--- src/rtl/minn_sync_sequencer.sv ---
// Minn timing-sync sequencer: flush/prime delay lines, threshold search, peak tracking, blanking.
// Optional search timeout enabled by defining MINN_SYNC_TIMEOUT_EN.
module minn_sync_sequencer #(
  parameter int unsigned METRIC_WIDTH = 24,
  parameter int unsigned IDX_WIDTH    = 16,
  parameter int unsigned FILL_LEN     = 64,
  parameter int unsigned HOLD_LEN     = 32,
  parameter int unsigned BLANK_LEN    = 256
`ifdef MINN_SYNC_TIMEOUT_EN
  ,
  parameter int unsigned TIMEOUT_LEN  = 4096
`endif
) (
  input  logic                    clk,
  input  logic                    rst,
  input  logic                    start,
  input  logic                    abort,
  input  logic                    in_valid,
  input  logic                    metric_valid,
  input  logic [METRIC_WIDTH-1:0] metric,
  input  logic [METRIC_WIDTH-1:0] threshold,
  output logic                    dl_flush,
  output logic                    dl_valid,
  output logic                    busy,
  output logic                    detect,
  output logic [IDX_WIDTH-1:0]    detect_idx,
  output logic [METRIC_WIDTH-1:0] detect_metric,
  output logic                    timeout,
  output logic [2:0]              state_o
);

  // Counters run 0..LEN-1; the terminal value is compared against LEN-1.
  localparam int unsigned FillW  = (FILL_LEN > 1) ? $clog2(FILL_LEN) : 1;
  localparam int unsigned HoldW  = (HOLD_LEN > 1) ? $clog2(HOLD_LEN) : 1;
  localparam int unsigned BlankW = (BLANK_LEN > 1) ? $clog2(BLANK_LEN) : 1;

  typedef enum logic [2:0] {
    StIdle   = 3'd0,
    StFlush  = 3'd1,
    StFill   = 3'd2,
    StSearch = 3'd3,
    StTrack  = 3'd4,
    StBlank  = 3'd5
  } state_e;

  state_e                  state_q, state_d;
  logic [FillW-1:0]        fill_cnt_q, fill_cnt_d;
  logic [HoldW-1:0]        hold_cnt_q, hold_cnt_d;
  logic [BlankW-1:0]       blank_cnt_q, blank_cnt_d;
  logic [IDX_WIDTH-1:0]    metric_idx_q, metric_idx_d;
  logic [METRIC_WIDTH-1:0] peak_q, peak_d;
  logic [IDX_WIDTH-1:0]    peak_idx_q, peak_idx_d;
  logic                    detect_q, detect_d;
  logic [IDX_WIDTH-1:0]    detect_idx_q, detect_idx_d;
  logic [METRIC_WIDTH-1:0] detect_metric_q, detect_metric_d;
  logic                    dl_flush_q, dl_flush_d;
  logic                    timeout_d;

`ifdef MINN_SYNC_TIMEOUT_EN
  localparam int unsigned ToW = (TIMEOUT_LEN > 1) ? $clog2(TIMEOUT_LEN) : 1;
  logic [ToW-1:0] to_cnt_q, to_cnt_d;
  logic           timeout_q;
`endif

  always_comb begin
    state_d         = state_q;
    fill_cnt_d      = fill_cnt_q;
    hold_cnt_d      = hold_cnt_q;
    blank_cnt_d     = blank_cnt_q;
    metric_idx_d    = metric_idx_q;
    peak_d          = peak_q;
    peak_idx_d      = peak_idx_q;
    detect_d        = 1'b0;
    detect_idx_d    = detect_idx_q;
    detect_metric_d = detect_metric_q;
    timeout_d       = 1'b0;
`ifdef MINN_SYNC_TIMEOUT_EN
    // Held at zero outside SEARCH, so every entry into SEARCH starts a fresh count.
    to_cnt_d = (state_q == StSearch) ? to_cnt_q : '0;
`endif

    if (metric_valid && (state_q != StIdle) && (state_q != StFlush)) begin
      metric_idx_d = metric_idx_q + 1'b1;
    end

    unique case (state_q)
      StIdle: begin
        if (start) state_d = StFlush;
      end
      StFlush: begin
        fill_cnt_d   = '0;
        metric_idx_d = '0;
        state_d      = StFill;
      end
      StFill: begin
        if (in_valid) begin
          if (fill_cnt_q == FillW'(FILL_LEN - 1)) state_d = StSearch;
          else fill_cnt_d = fill_cnt_q + 1'b1;
        end
      end
      StSearch: begin
        if (metric_valid) begin
          if (metric > threshold) begin
            state_d    = StTrack;
            peak_d     = metric;
            peak_idx_d = metric_idx_q;
            hold_cnt_d = '0;
          end
`ifdef MINN_SYNC_TIMEOUT_EN
          else if (to_cnt_q == ToW'(TIMEOUT_LEN - 1)) begin
            timeout_d = 1'b1;
            state_d   = StFlush;
          end else begin
            to_cnt_d = to_cnt_q + 1'b1;
          end
`endif
        end
      end
      StTrack: begin
        if (metric_valid) begin
          // Strict compare: an equal later sample leaves the earliest maximum in place.
          if (metric > peak_q) begin
            peak_d     = metric;
            peak_idx_d = metric_idx_q;
            hold_cnt_d = '0;
          end else if (hold_cnt_q == HoldW'(HOLD_LEN - 1)) begin
            detect_d        = 1'b1;
            detect_idx_d    = peak_idx_q;
            detect_metric_d = peak_q;
            blank_cnt_d     = '0;
            state_d         = StBlank;
          end else begin
            hold_cnt_d = hold_cnt_q + 1'b1;
          end
        end
      end
      StBlank: begin
        if (BLANK_LEN == 0) begin
          state_d = StSearch;
        end else if (metric_valid) begin
          if (blank_cnt_q == BlankW'(BLANK_LEN - 1)) state_d = StSearch;
          else blank_cnt_d = blank_cnt_q + 1'b1;
        end
      end
      default: state_d = StIdle;
    endcase

    if (abort) begin
      state_d         = StIdle;
      detect_d        = 1'b0;
      detect_idx_d    = detect_idx_q;
      detect_metric_d = detect_metric_q;
      timeout_d       = 1'b0;
    end

    dl_flush_d = (state_d == StFlush);
  end

  always_ff @(posedge clk) begin
    if (rst) begin
      state_q         <= StIdle;
      fill_cnt_q      <= '0;
      hold_cnt_q      <= '0;
      blank_cnt_q     <= '0;
      metric_idx_q    <= '0;
      peak_q          <= '0;
      peak_idx_q      <= '0;
      detect_q        <= 1'b0;
      detect_idx_q    <= '0;
      detect_metric_q <= '0;
      dl_flush_q      <= 1'b0;
    end else begin
      state_q         <= state_d;
      fill_cnt_q      <= fill_cnt_d;
      hold_cnt_q      <= hold_cnt_d;
      blank_cnt_q     <= blank_cnt_d;
      metric_idx_q    <= metric_idx_d;
      peak_q          <= peak_d;
      peak_idx_q      <= peak_idx_d;
      detect_q        <= detect_d;
      detect_idx_q    <= detect_idx_d;
      detect_metric_q <= detect_metric_d;
      dl_flush_q      <= dl_flush_d;
    end
  end

`ifdef MINN_SYNC_TIMEOUT_EN
  always_ff @(posedge clk) begin
    if (rst) begin
      to_cnt_q  <= '0;
      timeout_q <= 1'b0;
    end else begin
      to_cnt_q  <= to_cnt_d;
      timeout_q <= timeout_d;
    end
  end

  assign timeout = timeout_q;
`else
  assign timeout = timeout_d & 1'b0;
`endif

  assign dl_valid      = in_valid & (state_q inside {StFill, StSearch, StTrack, StBlank});
  assign busy          = (state_q != StIdle);
  assign detect        = detect_q;
  assign detect_idx    = detect_idx_q;
  assign detect_metric = detect_metric_q;
  assign dl_flush      = dl_flush_q;
  assign state_o       = state_q;

endmodule

--- config.mk ---
export PLATFORM = sky130hd
export DESIGN_NAME = minn_sync_sequencer
export DESIGN_NICKNAME = d
export VERILOG_FILES = /design/src/rtl/minn_sync_sequencer.sv
export SDC_FILE = /design/constraint.sdc
export NUM_CORES = 1
export LEC_CHECK = 0
export ABC_CLOCK_PERIOD_IN_PS = 2100
export CAP_MARGIN = 15
export CORE_UTILIZATION = 58
export DETAILED_ROUTE_END_ITERATION = 10
export DONT_BUFFER_PORTS = 1
export PLACE_DENSITY_LB_ADDON = 0.3
export SYNTH_ARGS = -nofsm -noshare
export SYNTH_HDL_FRONTEND = slang
export SYNTH_SLANG_ARGS = --single-unit
--- constraint.sdc ---
create_clock -name clk -period 2.1 [get_ports clk]
set_input_delay 0.42 -clock clk [delete_from_list [all_inputs] [get_ports clk]]
set_output_delay 0.42 -clock clk [all_outputs]
set_load 0.01 [all_outputs]
==> reports/qor.csv <==
stage;metric;value;unit
global_route;grt_max_degree;86;
pwr;clkPwrFrac;52.0;%
pwr;static-leakage-power;3.018;nW
sta;rsz0062_at_grt;yes;
logic_synthesis;synth.ff_latch_count;120;
logic_synthesis;yosys.area.top_type;dfxtp_1;
pwr;report.power.total;5.534;mW
global_route;antenna_found_initial;1;
logic_synthesis;async_flop_share;0;%
logic_synthesis;synth_area;6334;um2
layout;diodes;0;
clocking;htree_levels;4;
pwr;power_frac_comb;6.7;%
clocking;cts_tree;yes;
route;routedWlPerCell;17.99;um
sta;finalSetupViolCount;96;
route;drt_iter0_drc;328;
setup_path;reg2reg_from;peak_q[12]$_SDFFE_PP0P_;
route;first_pass_iters;5;
pwr;peakVddDrop;0.0006948;V
global_route;grt_pass1_vias;5423;
route;drcViolationCount;0;
sta;clock_skew;0.008457;ns
floorplan;rows;37;
floorplan;initial_core_util;60.54;%
pwr;switching_share;24.90;%
logic_synthesis;synthesis.nets;833;
placement;gp_congestion;0.9068;
setup_path;end_kind;register;
global_route;track_usage;28.75;%
logic_synthesis;synth.area.top_cells;dfxtp_1 38%, mux2i_1 13%, ha_1 11%;
sta;post-route-min-period;2.380;ns
outcome;violations;negative setup slack;
logic_synthesis;avgSynthCellArea;8.736;um2
pwr;p_sw;1.378;mW
sta;slew_headroom;52.26;%
floorplan;fp.dieW;106.5;um
floorplan;ios;102;
layout;layout.nets;874;
placement;port_buffers;0;
setup_path;startpoint;peak_q[12]$_SDFFE_PP0P_;
logic_synthesis;synth_warnings;0;
clocking;root_buffer;clkbuf_8;
pwr;internal_power;4.156;mW
global_route;grt_pass1_wl;25480;um
sta;min_period_over_period;113.3;%
pwr;power_density;704.2;nW/um2
logic_synthesis;syn_inst;725;
worst_hold_path;min_path_type;input port to register;
route;wl;16460;um
clocking;cts_made_buffers;17;
sta;hold_viol;0;
pwr;pwr-share-seq;41.3;%
sta;worst_pin_slew;0.7144;ns
logic_synthesis;synth.top_cell.area_share;37.93;%
placement;dp_hpwl;10270;um
layout;area_growth;24.08;%
outcome;outcome;finished, violations left;
logic_synthesis;synthFlopType;dfxtp_1;
logic_synthesis;ys_top_cells_by_count;157 x nand2_1, 120 x dfxtp_1, 83 x mux2i_1;
logic_synthesis;synth_cell_types;60;
setup_path;crit_type;register to register;
setup_path;start_kind;register;
global_route;grt-ovfl-total;0;
job;drv_cap;0;
sta;setup_slack;-0.2803;ns
route;antenna_left;0;
setup_path;required;2.55;ns
clocking;cts_sinks;120;
worst_hold_path;min_from;metric[8];
route;via_per_inst;5.955;
setup_path;cp.arrival;2.83;ns
layout;fin_area;7859;um2
floorplan;die_height;106.5;um
layout;nFillCells;705;
floorplan;dieArea;11340;um2
floorplan;coreArea;10460;um2
clocking;clk_pin_slew_worst_paths;0.06;ns
logic_synthesis;seq_area_frac_synth;37.93;%
setup_path;crit_path_max_fanout;9;
route;num_vias;5449;
sta;fmax;420.1;MHz
sta;report.final.slew_viol_count;0;
logic_synthesis;yosysMostFrequentCell;nand2_1;
clocking;clock_latency;0.53;ns
layout;layout-drive-gt1-share;20.03;%
layout;fin_util;75.11;%
clocking;cts_buffer_depth;2;
placement;dp.cells;867;
layout;stdcell_count;915;
placement;placed_area;6904;um2
logic_synthesis;synth-edff-count;0;
-- final cells by class --
type                    instances  area [um2]  share of cell area [%]
multi-input cells             521        3910                   49.75
flip-flops and latches        120        2410                   30.66
repair buffers                 53       579.3                   7.371
clock buffers                  17       414.1                   5.270
inverters                      53       207.7                   2.643
well taps                     136       170.2                   2.165
clock inverters                15       167.7                   2.133
-- critical path, stage by stage, from the launching register on --
cell       delay (ns)
dfxtp_1          0.36
inv_1            0.06
ha_1             0.28
and4_4           0.24
nand4bb_4        0.16
nor3_4           0.30
buf_4            0.16
o21bai_4         0.12
and3_4           0.25
buf_12           0.15
mux2i_1          0.20
-- flip-flops by register name, indices dropped and copies added, names as in the netlist --
name           flops
metric_idx_q      16
state_o            3
detect_metric     24
detect             1
blank_cnt_q        8
hold_cnt_q         5
dl_flush           1
fill_cnt_q         6
peak_idx_q        16
peak_q            24
detect_idx        16
-- logic make-up after synthesis --
group | Yosys count | share of synthesized area, %
adders and majority gates | 54 | 10.67
and+or+nand+nor | 288 | 21.30
AOI/OAI and AO/OA | 77 | 7.961
DFF | 120 | 37.93
other | 1 | 0.05921
muxes | 83 | 13.12
buffers and inverters | 84 | 6.480
xor gates and xnor gates | 18 | 2.489
-- repair_timing --
| item | 4_1_cts | 5_1_grt |
|---|---|---|
| hold endpoints to repair | 10 | 0 |
| pin swaps | 14 | 21 |
| gates cloned | 3 | 1 |
| setup endpoints to repair | 96 | 96 |
| hold buffers | 1 | 0 |
| resized for setup | 30 | 24 |
| buffers inserted | 6 | 10 |
-- routing by layer --
metal  vias up  part of all wire (%)  global-route usage (%)
li1       2570                     -                       -
met1      2618                    40                   32.51
met2       215                    50                   49.81
met3        44                   6.8                   8.216
met4         2                   3.1                   13.41
met5         -                 0.079                       0
-- power by group through the flow --
stage,Combinational (mW),Sequential (mW),Clock (mW)
after floorplan,0.244,2.33,0
after global placement,0.304,2.33,0
after detailed placement,0.323,2.33,0
after CTS,0.351,2.28,2.90
after global routing,0.414,2.28,3.02
final,0.372,2.28,2.88
-- per-stage QoR --
step                hold WS, ns  TNS, ns  setup WS (ns)
finish                  0.02891   -18.55        -0.2803
global route           0.009401   -28.91        -0.4012
CTS                     0.01289   -7.858        -0.1726
detailed placement       0.4615   -26.82        -0.3973
global placement         0.4513   -19.54        -0.2684
floorplan                0.4390  -0.4614       -0.04614
-- layout by cell type, fill, tap and decap left out, types with 7 or more instances in the layout --
master,count
o211ai_1,7
ha_4,20
buf_12,12
clkbuf_16,17
mux2i_1,79
nand2_1,157
buf_4,36
nand3_1,17
ha_1,34
dfxtp_1,114
xor2_1,15
and3_1,7
nand4_1,22
a21oi_1,24
nor2_1,43
inv_1,45
o21ai_0,10
-- path summary, 6_finish.rpt --
kind / slack [ns] / cells past startpoint / end
hold / removal: 0.03 / 2 / peak_q[8]$_SDFFE_PP0P_
setup / recovery: -0.28 / 10 / detect_metric[15]$_SDFFE_PP0P_
setup reg to reg: -0.28 / 10 / detect_metric[15]$_SDFFE_PP0P_
hold reg to reg: 0.47 / 2 / detect_idx[9]$_SDFFE_PP0P_
No activity file was read; power rests on OpenSTA's default activity.
